[config.mk]
export PLATFORM = sky130hd
export DESIGN_NAME = timekeeper_counter
export DESIGN_NICKNAME = d
export VERILOG_FILES = /design/src/rtl/timekeeper_pkg.sv /design/src/rtl/timekeeper_counter_tick_divider.sv /design/src/rtl/timekeeper_counter.sv
export SDC_FILE = /design/constraint.sdc
export NUM_CORES = 1
export LEC_CHECK = 0
export CAP_MARGIN = 15
export CORE_MARGIN = 3
export CORE_UTILIZATION = 40
export CTS_CLUSTER_DIAMETER = 150
export DETAILED_ROUTE_END_ITERATION = 16
export PLACE_DENSITY_LB_ADDON = 0.05
export SLEW_MARGIN = 10
export SYNTH_ARGS = -nofsm -noshare
export SYNTH_HDL_FRONTEND = slang
export SYNTH_SLANG_ARGS = --single-unit
[constraint.sdc]
create_clock -name i_clk -period 4.84 [get_ports i_clk]
set_input_delay 0.726 -clock i_clk [delete_from_list [all_inputs] [get_ports i_clk]]
set_output_delay 0.726 -clock i_clk [all_outputs]
set_load 0.005 [all_outputs]
[src/rtl/timekeeper_pkg.sv]
// timekeeper_pkg: shared mode encoding, field widths and binary-to-BCD helper for the timekeeper.
package timekeeper_pkg;
  localparam int FIELD_W = 7;
  localparam int BCD_W = 8;
  typedef enum logic [1:0] {
    MODE_RUN    = 2'd0,
    MODE_PAUSED = 2'd1,
    MODE_ADJUST = 2'd2
  } mode_e;
  function automatic logic [BCD_W-1:0] bin_to_bcd(input logic [FIELD_W-1:0] v);
    logic [3:0] tens;
    logic [3:0] ones;
    tens = 4'(v / 7'd10);
    ones = 4'(v % 7'd10);
    return {tens, ones};
  endfunction
endpackage

[src/rtl/timekeeper_counter_tick_divider.sv]
// tick_divider: free-running modulo-DIV counter emitting a one-cycle tick on its last count.
module tick_divider #(
  parameter int DIV = 2
) (
  input  logic i_clk,
  input  logic i_rst_n,
  input  logic enable,
  input  logic clear,
  output logic tick
);
  localparam int CW = $clog2(DIV);
  localparam logic [CW-1:0] LAST = CW'(DIV - 1);
  logic [CW-1:0] cnt_q, cnt_d;
  always_comb begin
    tick = enable && (cnt_q == LAST);
    cnt_d = (clear || tick) ? '0 : enable ? cnt_q + CW'(1) : cnt_q;
  end
  always_ff @(posedge i_clk or negedge i_rst_n) begin
    if (!i_rst_n) cnt_q <= '0;
    else cnt_q <= cnt_d;
  end
endmodule

[src/rtl/timekeeper_counter.sv]
// timekeeper_counter: minutes/seconds core with pause, per-field adjust, rollover pulse and BCD/blink outputs.
module timekeeper_counter
  import timekeeper_pkg::*;
#(
  parameter int BASE_CLK   = 100_000_000,
  parameter int RUN_FREQ   = 1,
  parameter int ADJ_FREQ   = 2,
  parameter int BLINK_FREQ = 4,
  parameter int SEC_MAX    = 59,
  parameter int MIN_MAX    = 59
) (
  input  logic               i_clk,
  input  logic               i_rst_n,
  input  logic               ADJ,
  input  logic               SEL,
  input  logic               PAUSE,
  output logic [FIELD_W-1:0] MINUTES,
  output logic [FIELD_W-1:0] SECONDS,
  output logic [BCD_W-1:0]   MIN_BCD,
  output logic [BCD_W-1:0]   SEC_BCD,
  output logic               BLINK_EN,
  output logic               WRAP,
  output logic [1:0]         MODE
);
  localparam int RUN_DIV   = BASE_CLK / RUN_FREQ;
  localparam int ADJ_DIV   = BASE_CLK / ADJ_FREQ;
  localparam int BLINK_DIV = BASE_CLK / BLINK_FREQ;
  localparam logic [FIELD_W-1:0] SEC_LIM = FIELD_W'(SEC_MAX);
  localparam logic [FIELD_W-1:0] MIN_LIM = FIELD_W'(MIN_MAX);

  if ((BASE_CLK % RUN_FREQ) != 0 || (BASE_CLK % ADJ_FREQ) != 0 || (BASE_CLK % BLINK_FREQ) != 0 ||
      RUN_DIV < 2 || ADJ_DIV < 2 || BLINK_DIV < 2 ||
      SEC_MAX < 1 || SEC_MAX > 99 || MIN_MAX < 1 || MIN_MAX > 99) begin : g_bad_params
    $error("timekeeper_counter: divisors must be integers >= 2 and field limits 1..99");
  end

  mode_e              mode_q, mode_d;
  logic               paused_q, paused_d;
  logic               phase_q, phase_d;
  logic               wrap_q, wrap_d;
  logic [FIELD_W-1:0] sec_q, sec_d, min_q, min_d;
  logic [FIELD_W-1:0] sec_inc, min_inc;
  logic               in_run, in_adj, run_step, adj_step, sec_end;
  logic               run_tick, adj_tick, blink_tick;

  tick_divider #(.DIV(RUN_DIV)) u_run_div (
    .i_clk(i_clk), .i_rst_n(i_rst_n), .enable(in_run), .clear(1'b0), .tick(run_tick)
  );
  tick_divider #(.DIV(ADJ_DIV)) u_adj_div (
    .i_clk(i_clk), .i_rst_n(i_rst_n), .enable(in_adj), .clear(!in_adj), .tick(adj_tick)
  );
  tick_divider #(.DIV(BLINK_DIV)) u_blink_div (
    .i_clk(i_clk), .i_rst_n(i_rst_n), .enable(in_adj), .clear(!in_adj), .tick(blink_tick)
  );

  always_comb begin
    in_run   = mode_q == MODE_RUN;
    in_adj   = mode_q == MODE_ADJUST;
    paused_d = paused_q ^ (PAUSE && !ADJ);
    mode_d   = ADJ ? MODE_ADJUST : paused_d ? MODE_PAUSED : MODE_RUN;
    sec_end  = sec_q == SEC_LIM;
    sec_inc  = sec_end ? '0 : sec_q + FIELD_W'(1);
    min_inc  = (min_q == MIN_LIM) ? '0 : min_q + FIELD_W'(1);
    run_step = in_run && run_tick;
    adj_step = in_adj && adj_tick;
    // Run mode carries seconds into minutes; adjust mode wraps each field on its own.
    sec_d    = (run_step || (adj_step && SEL)) ? sec_inc : sec_q;
    min_d    = ((run_step && sec_end) || (adj_step && !SEL)) ? min_inc : min_q;
    wrap_d   = run_step && sec_end && (min_q == MIN_LIM);
    phase_d  = !in_adj ? 1'b1 : blink_tick ? !phase_q : phase_q;
  end

  always_ff @(posedge i_clk or negedge i_rst_n) begin
    if (!i_rst_n) begin
      mode_q   <= MODE_RUN;
      paused_q <= 1'b0;
      phase_q  <= 1'b1;
      wrap_q   <= 1'b0;
      sec_q    <= '0;
      min_q    <= '0;
    end else begin
      mode_q   <= mode_d;
      paused_q <= paused_d;
      phase_q  <= phase_d;
      wrap_q   <= wrap_d;
      sec_q    <= sec_d;
      min_q    <= min_d;
    end
  end

  assign MINUTES  = min_q;
  assign SECONDS  = sec_q;
  assign MIN_BCD  = bin_to_bcd(min_q);
  assign SEC_BCD  = bin_to_bcd(sec_q);
  assign BLINK_EN = in_adj ? phase_q : 1'b1;
  assign WRAP     = wrap_q;
  assign MODE     = mode_q;
endmodule
Word-level counts from Yosys, hierarchy flattened
Index checks and enable logic that the tools add are counted.
Storage, ports and cells
  flip-flop bits (word level): 97
  latch bits: 0
  RAM bits: 0
  memory bits (read-only): 0
  input bits: 5
  output and inout port bits: 34
  memories kept: 0
Cells by class
  add/sub/neg operators: 5
  $mul: 0
  div/mod/pow operators: 4
  $lt $le $gt $ge: 0
  eq/ne operators: 7
  shift operators: 0
  mux-type cells: 13
  bitwise logic cells: 1
  reduce and logical (&&, ||, !) cells: 22
Operator list (number)
  27-bit 2-to-1 mux: 2
  26-bit 2-to-1 mux: 2
  25-bit 2-to-1 mux: 2
  27-bit by 1-bit adder with 27-bit output (second input constant): 1
  27-bit equality test (second input constant): 1
  26-bit by 1-bit adder with 26-bit output (second input constant): 1
  26-bit equality test (second input constant): 1
  25-bit by 1-bit adder with 25-bit output (second input constant): 1
  25-bit equality test (second input constant): 1
  7-bit by 1-bit adder with 7-bit output (second input constant): 2
  7-bit by 4-bit divider with 7-bit output (second input constant): 2
  7-bit by 6-bit equality test with 1-bit output (second input constant): 2
  7-bit by 4-bit modulo with 7-bit output (second input constant): 2
  7-bit 2-to-1 mux: 2
  1-bit logical AND: 10
  2-bit nonzero test: 3
  1-bit zero test: 4
  1-bit logical OR: 4
  1-bit 2-to-1 mux: 4
  2-bit equality test (second input constant): 1
  2-bit zero test: 1
  2-bit 2-to-1 mux: 1
  2-bit by 1-bit != test with 1-bit output (second input constant): 1
  1-bit XOR: 1

Depth between registers and ports, before layout
Gate-level depths: netlist of the first run.
  depth in word-level cells: 5
  depth in mapped cells: 11
  depth with buffers taken out: 10

Modules after synthesis
Synthesis of the first run repeated with hierarchy kept, for this count alone.
Second synthesis, totals
  cells, all modules: 667
  area, all modules: 5968.2 sq um
By module, submodules not included
  timekeeper_counter: times used 1, cells each 226, area an instance 1790.5 sq um, sequential area each 476.7 sq um
  tick_divider at u_run_div: times used 1, cells each 155, area an instance 1458.9 sq um, sequential area each 675.6 sq um
  tick_divider at u_adj_div: times used 1, cells each 149, area an instance 1416.4 sq um, sequential area each 650.6 sq um
  tick_divider at u_blink_div: times used 1, cells each 137, area an instance 1302.5 sq um, sequential area each 625.6 sq um

Worst setup path before layout of the first run
OpenSTA, ideal clock, no wires.
  kind: flip-flop to output port
  start point: register sec_q[3] (netlist: SECONDS[3])
  end point: output port SEC_BCD[2]
  arrival: 2376 ps
  data required time: 4114 ps
  slack: 1738 ps
  stages on the path, launching flop included: 10
  path buffers: 2
  cell sequence: dfrtp_1 -> buf_6 -> and2b_2 -> o22ai_1 -> a221oi_2 -> ha_1 -> clkbuf_1 -> a31oi_1 -> nor4_2 -> mux2i_1
Between the ends
  longest elaborated chain between the ends: 1
RTL lines
  start: declaration: RTL line timekeeper_counter.sv:41  | logic [FIELD_W-1:0] sec_q, sec_d, min_q, min_d;
  start signal: assignment: RTL line timekeeper_counter.sv:79  | sec_q <= '0;
  start signal: assignment: RTL line timekeeper_counter.sv:86  | sec_q <= sec_d;
  7-bit by 4-bit modulo with 7-bit output: RTL line timekeeper_pkg.sv:14  | ones = 4'(v % 7'd10);
  end: declaration: RTL line timekeeper_counter.sv:20  | output logic [BCD_W-1:0] SEC_BCD,
No other way between the ends.

Final worst setup path of the first run
  start point: register sec_q[2] (netlist: SECONDS[2])
  end point: output port SEC_BCD[2]
Same word-level chain as after synthesis.

==> flow_metrics.py, run 1 <==
metrics = {
    "synthesis": {
        "yosysTopAreaCell": "dfrtp_1",
        "synth_cells": 597,
        "synthArstFlopShare_pct": 100,
        "syn_avg_cell_area_um2": 9.08,
        "netlist_area_mm2": 0.00542,
        "synth_nets": 613,
        "synth_ff_type": "dfrtp_1",
        "ys_top_cells_by_area": "dfrtp_1 (44%), xor2_1 (6.8%), nor2_1 (6.3%)",
        "yosysTopAreaCellShare_pct": 44.3,
        "ys_seq_elements": 97,
        "synth.distinct_cells": 62,
        "ys_warn_count": 0,
        "synth_edf_count": 0,
        "seq_area_frac_synth_pct": 44.8,
    },
    "die": {
        "die_h_um": 122,
        "die_x_um": 122,
        "start_util_pct": 41.9,
        "die-area_mm2": 0.0150,
        "io_pins": 39,
        "rows": 41,
        "design.core.area_mm2": 0.0129,
    },
    "worst_setup_path": {
        "slowest_delay_ns": 0.69,
        "cp_max_fo": 18,
        "cp.required_ns": 4.11,
        "arrival_ns": 3.77,
        "cpMaxStageDelayCell": "dfrtp_1",
        "endpoint_kind": "output port",
        "worst_r2r_path_depth": 6,
        "cp_cell_sequence": "nand2b_1 -> and2_1 -> a221oi_2 -> ha_1 -> and3_1 -> a221oi_1 -> nor4_2 -> mux2i_1 -> clkdlybuf4s50_1",
        "cp-start-kind": "flip-flop",
        "crit_type": "flip-flop to output port",
    },
    "layout": {
        "drive_gt1_share_pct": 7.14,
        "area_growth_syn_to_layout_pct": 15.1,
        "final_cell_mix": "dfrtp_1 (95), nor2_1 (91), nand2_1 (52)",
        "fin_cells": 802,
        "final_common_cell": "dfrtp_1",
        "antennaDiodeCount": 0,
        "nNetsFinal": 641,
        "final_util_pct": 48.2,
    },
    "pwr": {
        "p_total_mw": 1.78,
        "power_per_cell_area_mw_per_mm2": 285,
        "ir_worst_vdd_mv": 0.229,
        "clkPwrFrac_pct": 42.0,
        "p_int_mw": 1.32,
        "seq_power_share_pct": 50.5,
        "p_leak_nw": 2.57,
        "combPwrFrac_pct": 7.5,
        "switching_share_pct": 25.8,
        "switchingPower_uw": 458,
    },
    "route": {
        "drcViolationCount": 0,
        "routed_wl_um": 11200,
        "vias_per_cell": 5.23,
        "num_vias": 4193,
        "ant_nets": 0,
        "firstDrtPassIters": 4,
        "wl_per_cell_um": 14.0,
        "first_iter_violations": 271,
    },
    "timing": {
        "hold_viol": 0,
        "fin_crit_sh_pct": 93.0,
        "finalCriticalPeriod_ns": 4.50,
        "finClkSkew_ns": 0.00821,
        "rsz0062_at_grt": "no",
        "fmax_mhz": 222,
        "slew_violations": 0,
        "final.setup.worst_slack_ns": 0.341,
        "slew_headroom_pct": 38.1,
        "setup_violations": 0,
        "worst_pin_slew_ns": 0.929,
        "finalSetupTns_ns": 0,
    },
    "placed_design": {
        "dp_hpwl_um": 7800,
        "pre_cts_ws_ns": 0.720,
        "dp.cells": 786,
        "port_buffers": 38,
        "gp_congestion": 0.830,
    },
    "clocking": {
        "htreeDepth": 3,
        "cts_root_buffer": "clkbuf_16",
        "path_clk_slew_ns": 0.07,
        "tritoncts": "yes",
        "cts_num_sinks": 97,
        "numCtsBuffers": 9,
        "clockBufferDepth": 2,
        "clock_latency_ns": 0.35,
    },
    "global_routing": {
        "grt_pass1_vias": 4091,
        "track_usage_pct": 16.2,
        "grt_first_pass_wirelength_um": 19800,
        "grt_overflow_total": 0,
        "antenna_found_initial": 0,
        "grt_max_degree": 53,
    },
    "flow_run": {
        "drv_cap": 0,
    },
    "hold_path": {
        "min_path_type": "input port to async pin",
    },
    "run_status": {
        "outcome": "completed",
    },
}
sequential cells by signal, summed over array words and instances (netlist names), 2 cells and up:
name               cells
u_adj_div.cnt_q       26
SECONDS                7
MODE                   2
u_blink_div.cnt_q     25
u_run_div.cnt_q       27
MINUTES                7
metal layers:
metal	vias to the layer above	track usage (%)	share of wire, %	wire length [µm]
met3	11	4.42	3.1	349
li1	2114	-	-	-
met5	-	0	0	0
met2	68	25.1	46	5180
met1	2000	22.6	50	5560
met4	0	3.92	1.1	124
per-stage QoR:
stage / hold WS, ns / instance area (µm²)
2_1_floorplan: 0.430 / 5420
3_3_place_gp: 0.486 / 5920
3_5_place_dp: 0.490 / 5920
4_1_cts: 0.442 / 6240
5_1_grt: 0.474 / 6240
6_report: 0.413 / 6240
timing repair:
item | in CTS | in global routing
buffers inserted | 0 | 0
hold buffers | 0 | 0
gates resized for setup | 0 | 1
setup endpoints to repair | 0 | 1
area by class of cell:
| type | instances | area, µm² |
|---|---|---|
| fill | 1234 | 6690 |
| tap | 172 | 215 |
| inverter | 15 | 56.3 |
| multi-input combinational | 460 | 2820 |
| timing repair buffer | 42 | 408 |
| clock buffer | 9 | 225 |
| sequential | 97 | 2430 |
| clock inverter | 7 | 86.3 |
final timing paths:
kind	from	endpoint	slack, ns
worst max-delay path	SECONDS[2]	SEC_BCD[2]	0.34
worst min-delay path	i_rst_n	u_run_div.cnt_q[4]	0.41
worst max register to register	u_blink_div.cnt_q[6]	u_blink_div.cnt_q[13]	2.18
worst min register to register	paused_q	paused_q	0.49
max in group asynchronous	i_rst_n	u_adj_div.cnt_q[21]	3.40
min in group i_clk	paused_q	paused_q	0.49
power by group through the flow:
| stage | logic (mW) | clock network (mW) | registers, mW |
|---|---|---|---|
| after floorplan | 0.0936 | 0 | 0.903 |
| after global placement | 0.135 | 0 | 0.912 |
| after detailed placement | 0.138 | 0 | 0.914 |
| after CTS | 0.139 | 0.774 | 0.897 |
| after global routing | 0.157 | 0.800 | 0.906 |
| final | 0.133 | 0.745 | 0.897 |
worst max-delay path, delay by kind of cell, from the launching register on:
kind / cells / cell delay, ns
AND/OR/NAND/NOR: 4 / 1.07
flip-flops: 1 / 0.69
adder cells (fa/ha/maj): 1 / 0.52
buffers and inverters: 1 / 0.52
AO/OA/AOI/OAI: 2 / 0.39
multiplexers: 1 / 0.24
synthesized netlist by cell type (2+ instances only):
cell	number
a21oi_1	16
a22o_1	2
a31oi_1	6
and2_1	2
and3_1	12
and3_2	2
and4_1	5
buf_2	4
buf_4	6
clkbuf_1	13
dfrtp_1	96
ha_1	11
inv_1	14
mux2i_1	5
nand2_1	52
nand2b_1	12
nand3_1	37
nand4_1	21
nor2_1	91
nor2_2	2
nor2b_1	10
nor3_1	11
nor4_1	7
nor4_2	2
nor4b_1	3
o21a_1	2
o21ai_0	31
o21bai_1	2
o22ai_1	4
o31ai_1	3
or2_2	2
or3_1	3
or3_4	2
or4_1	2
xnor2_1	36
xor2_1	42
logic make-up after synthesis:
family | after synthesis | share of synthesized area [%]
AND/OR/NAND/NOR | 288 | 27.0
flip-flops | 97 | 44.8
XOR/XNOR | 78 | 12.6
AO/OA/AOI/OAI | 76 | 8.36
buffers and inverters | 40 | 3.42
adder cells (fa/ha/maj) | 12 | 2.72
multiplexers | 6 | 1.13
Note: power is estimated with default switching activity, not from simulation.
==> run 2, diff against run 1 <==
--- a/config.mk
+++ b/config.mk
@@ -7,11 +7,12 @@
 export LEC_CHECK = 0
 export CAP_MARGIN = 15
 export CORE_MARGIN = 3
-export CORE_UTILIZATION = 40
+export CORE_UTILIZATION = 39
 export CTS_CLUSTER_DIAMETER = 150
 export DETAILED_ROUTE_END_ITERATION = 16
 export PLACE_DENSITY_LB_ADDON = 0.05
 export SLEW_MARGIN = 10
 export SYNTH_ARGS = -nofsm -noshare
 export SYNTH_HDL_FRONTEND = slang
+export SYNTH_HIERARCHICAL = 1
 export SYNTH_SLANG_ARGS = --single-unit
==> flow_metrics.py, run 2 <==
metrics = {
    "run_status": {
        "outcome": "completed",
    },
    "layout": {
        "final_util_pct": 45.5,
        "drive_gt1_share_pct": 7.75,
        "final_cell_mix": "dfrtp_1 (94), nor2_1 (64), nand2_1 (54)",
        "largest-register": "u_run_div/cnt_q",
        "antennaDiodeCount": 0,
        "nFillCells": 1465,
        "fin_cells": 868,
        "final_common_cell": "dfrtp_1",
        "nNetsFinal": 696,
        "largestRegisters": "u_run_div/cnt_q x27, u_adj_div/cnt_q x26, u_blink_div/cnt_q x25",
        "largest_register_ffs": 27,
        "area_growth_syn_to_layout_pct": 12.6,
    },
    "clocking": {
        "clockBufferDepth": 2,
        "numCtsBuffers": 9,
        "cts_root_buffer": "clkbuf_16",
        "post_cts_resized": 0,
        "cts_num_sinks": 97,
        "postCtsHoldBufs": 0,
        "htreeDepth": 3,
        "path_clk_slew_ns": 0.07,
        "tritoncts": "yes",
        "post_cts_buffers": 0,
        "clock_latency_ns": 0.35,
    },
    "synthesis": {
        "synth_cells": 667,
        "synth.distinct_cells": 71,
        "seq_area_frac_synth_pct": 40.7,
        "ys_warn_count": 6,
        "ys_seq_elements": 97,
        "synth_edf_count": 0,
        "synth.most_common_cell": "dfrtp_1",
        "ys_top_cells_by_area": "dfrtp_1 (40%), xnor2_1 (4.3%), a21oi_1 (4.1%)",
        "synth_nets": 683,
        "yosysTopAreaCell": "dfrtp_1",
        "netlist_area_mm2": 0.00597,
        "yosysTopAreaCellShare_pct": 40.3,
        "syn_avg_cell_area_um2": 8.95,
        "ys_top_cells_by_count": "dfrtp_1 (96), nor2_1 (64), nand2_1 (54)",
        "synth_ff_type": "dfrtp_1",
        "synthArstFlopShare_pct": 100,
    },
    "timing": {
        "slew_headroom_pct": 34.1,
        "fin_crit_sh_pct": 93.3,
        "fmax_mhz": 221,
        "finClkSkew_ns": 0.00800,
        "finalSetupTns_ns": 0,
        "setup_violations": 0,
        "finalCriticalPeriod_ns": 4.52,
        "rsz0062_at_grt": "no",
        "worst_pin_slew_ns": 0.988,
        "hold-worst-slack_ns": 0.446,
        "hold_viol": 0,
        "slew_violations": 0,
    },
    "worst_setup_path": {
        "cp.required_ns": 4.11,
        "arrival_ns": 3.79,
        "crit_type": "flip-flop to output port",
        "endpoint_kind": "output port",
        "cp_max_fo": 17,
        "cp-start-kind": "flip-flop",
    },
    "route": {
        "vias_per_cell": 5.64,
        "firstDrtPassIters": 4,
        "drt-met1-wl_um": 6310,
        "first_iter_violations": 264,
        "num_vias": 4899,
        "wl_per_cell_um": 15.2,
        "drcViolationCount": 0,
        "route.met2.wl_um": 6310,
        "top_layer_used": "met4",
        "routed_wl_um": 13200,
        "wl_met3_um": 465,
        "ant_nets": 0,
    },
    "die": {
        "io_pins": 39,
        "die_x_um": 130,
        "die_h_um": 130,
        "start_util_pct": 40.5,
        "die-area_mm2": 0.0168,
        "design.core.area_mm2": 0.0148,
        "rows": 44,
    },
    "pwr": {
        "p_leak_nw": 2.55,
        "ir_worst_vdd_mv": 0.176,
        "p_total_mw": 1.65,
        "power_per_cell_area_mw_per_mm2": 246,
    },
    "placed_design": {
        "dp.cells": 853,
        "port_buffers": 38,
        "gp_congestion": 0.739,
        "dp_hpwl_um": 9110,
    },
    "global_routing": {
        "track_usage_pct": 16.5,
        "grt_pass1_vias": 4587,
        "grt_first_pass_wirelength_um": 22800,
        "grt_overflow_total": 0,
        "grt_max_degree": 64,
        "antenna_found_initial": 0,
    },
    "hold_path": {
        "min_path_type": "input port to async pin",
    },
    "flow_run": {
        "drv_cap": 0,
    },
}
[run 2: final cells by class]
cell class	instances	area, µm²	share of cell area, %
clock buffers	12	267	3.97
clock inverters	3	15.0	0.223
inverters	21	78.8	1.17
multi-input cells	509	3290	49.0
flip-flops and latches	97	2430	36.2
well taps	184	230	3.43
repair buffers	42	408	6.07
[run 2: final timing paths]
path,depth (start not counted),end,slack (ns),startpoint
min in group i_clk,1,paused_q,0.46,paused_q
hold / removal,1,u_adj_div/cnt_q[19],0.45,i_rst_n
max in group asynchronous,2,phase_q,3.39,i_rst_n
hold reg to reg,1,paused_q,0.46,paused_q
setup / recovery,11,MIN_BCD[2],0.32,MINUTES[4]
setup reg to reg,9,MINUTES[2],1.57,MODE[1]
[run 2: worst max-delay path, cell delays in order, from the launching register on]
cell	delay (ns)
dfrtp_2	0.53
nand2b_1	0.32
o21ai_0	0.15
a221o_1	0.31
a21oi_1	0.20
ha_1	0.43
a21oi_1	0.11
a311oi_1	0.23
o21ai_1	0.08
a221o_1	0.40
mux2i_1	0.16
clkdlybuf4s50_1	0.51
[run 2: layer usage]
layer | track usage, % | up-vias
met1 | 22.8 | 2364
met2 | 26.1 | 68
li1 | - | 2462
met3 | 4.42 | 5
met4 | 3.85 | 0
met5 | 0 | -
[run 2: cells by family after synthesis]
family	synth area share, %
compound gates	15.5
xor+xnor	7.19
fa+ha+maj	2.47
buf+inv	4.61
flops	40.7
mux	1.61
other cells	0.0628
simple gates	27.9
[run 2: report_power, final]
| part | switching, mW | internal (mW) |
|---|---|---|
| clock network | 0.301 | 0.385 |
| registers | 0.0193 | 0.829 |
| logic | 0.0788 | 0.0411 |
| total | 0.399 | 1.25 |
[run 2: through the flow]
step | worst slack [ns] | cell area, µm²
after CTS | 0.146 | 6720
after detailed placement | 0.526 | 6430
after floorplan | 1.35 | 5970
after global routing | 0.0692 | 6720
after global placement | 0.670 | 6430
final | 0.325 | 6720
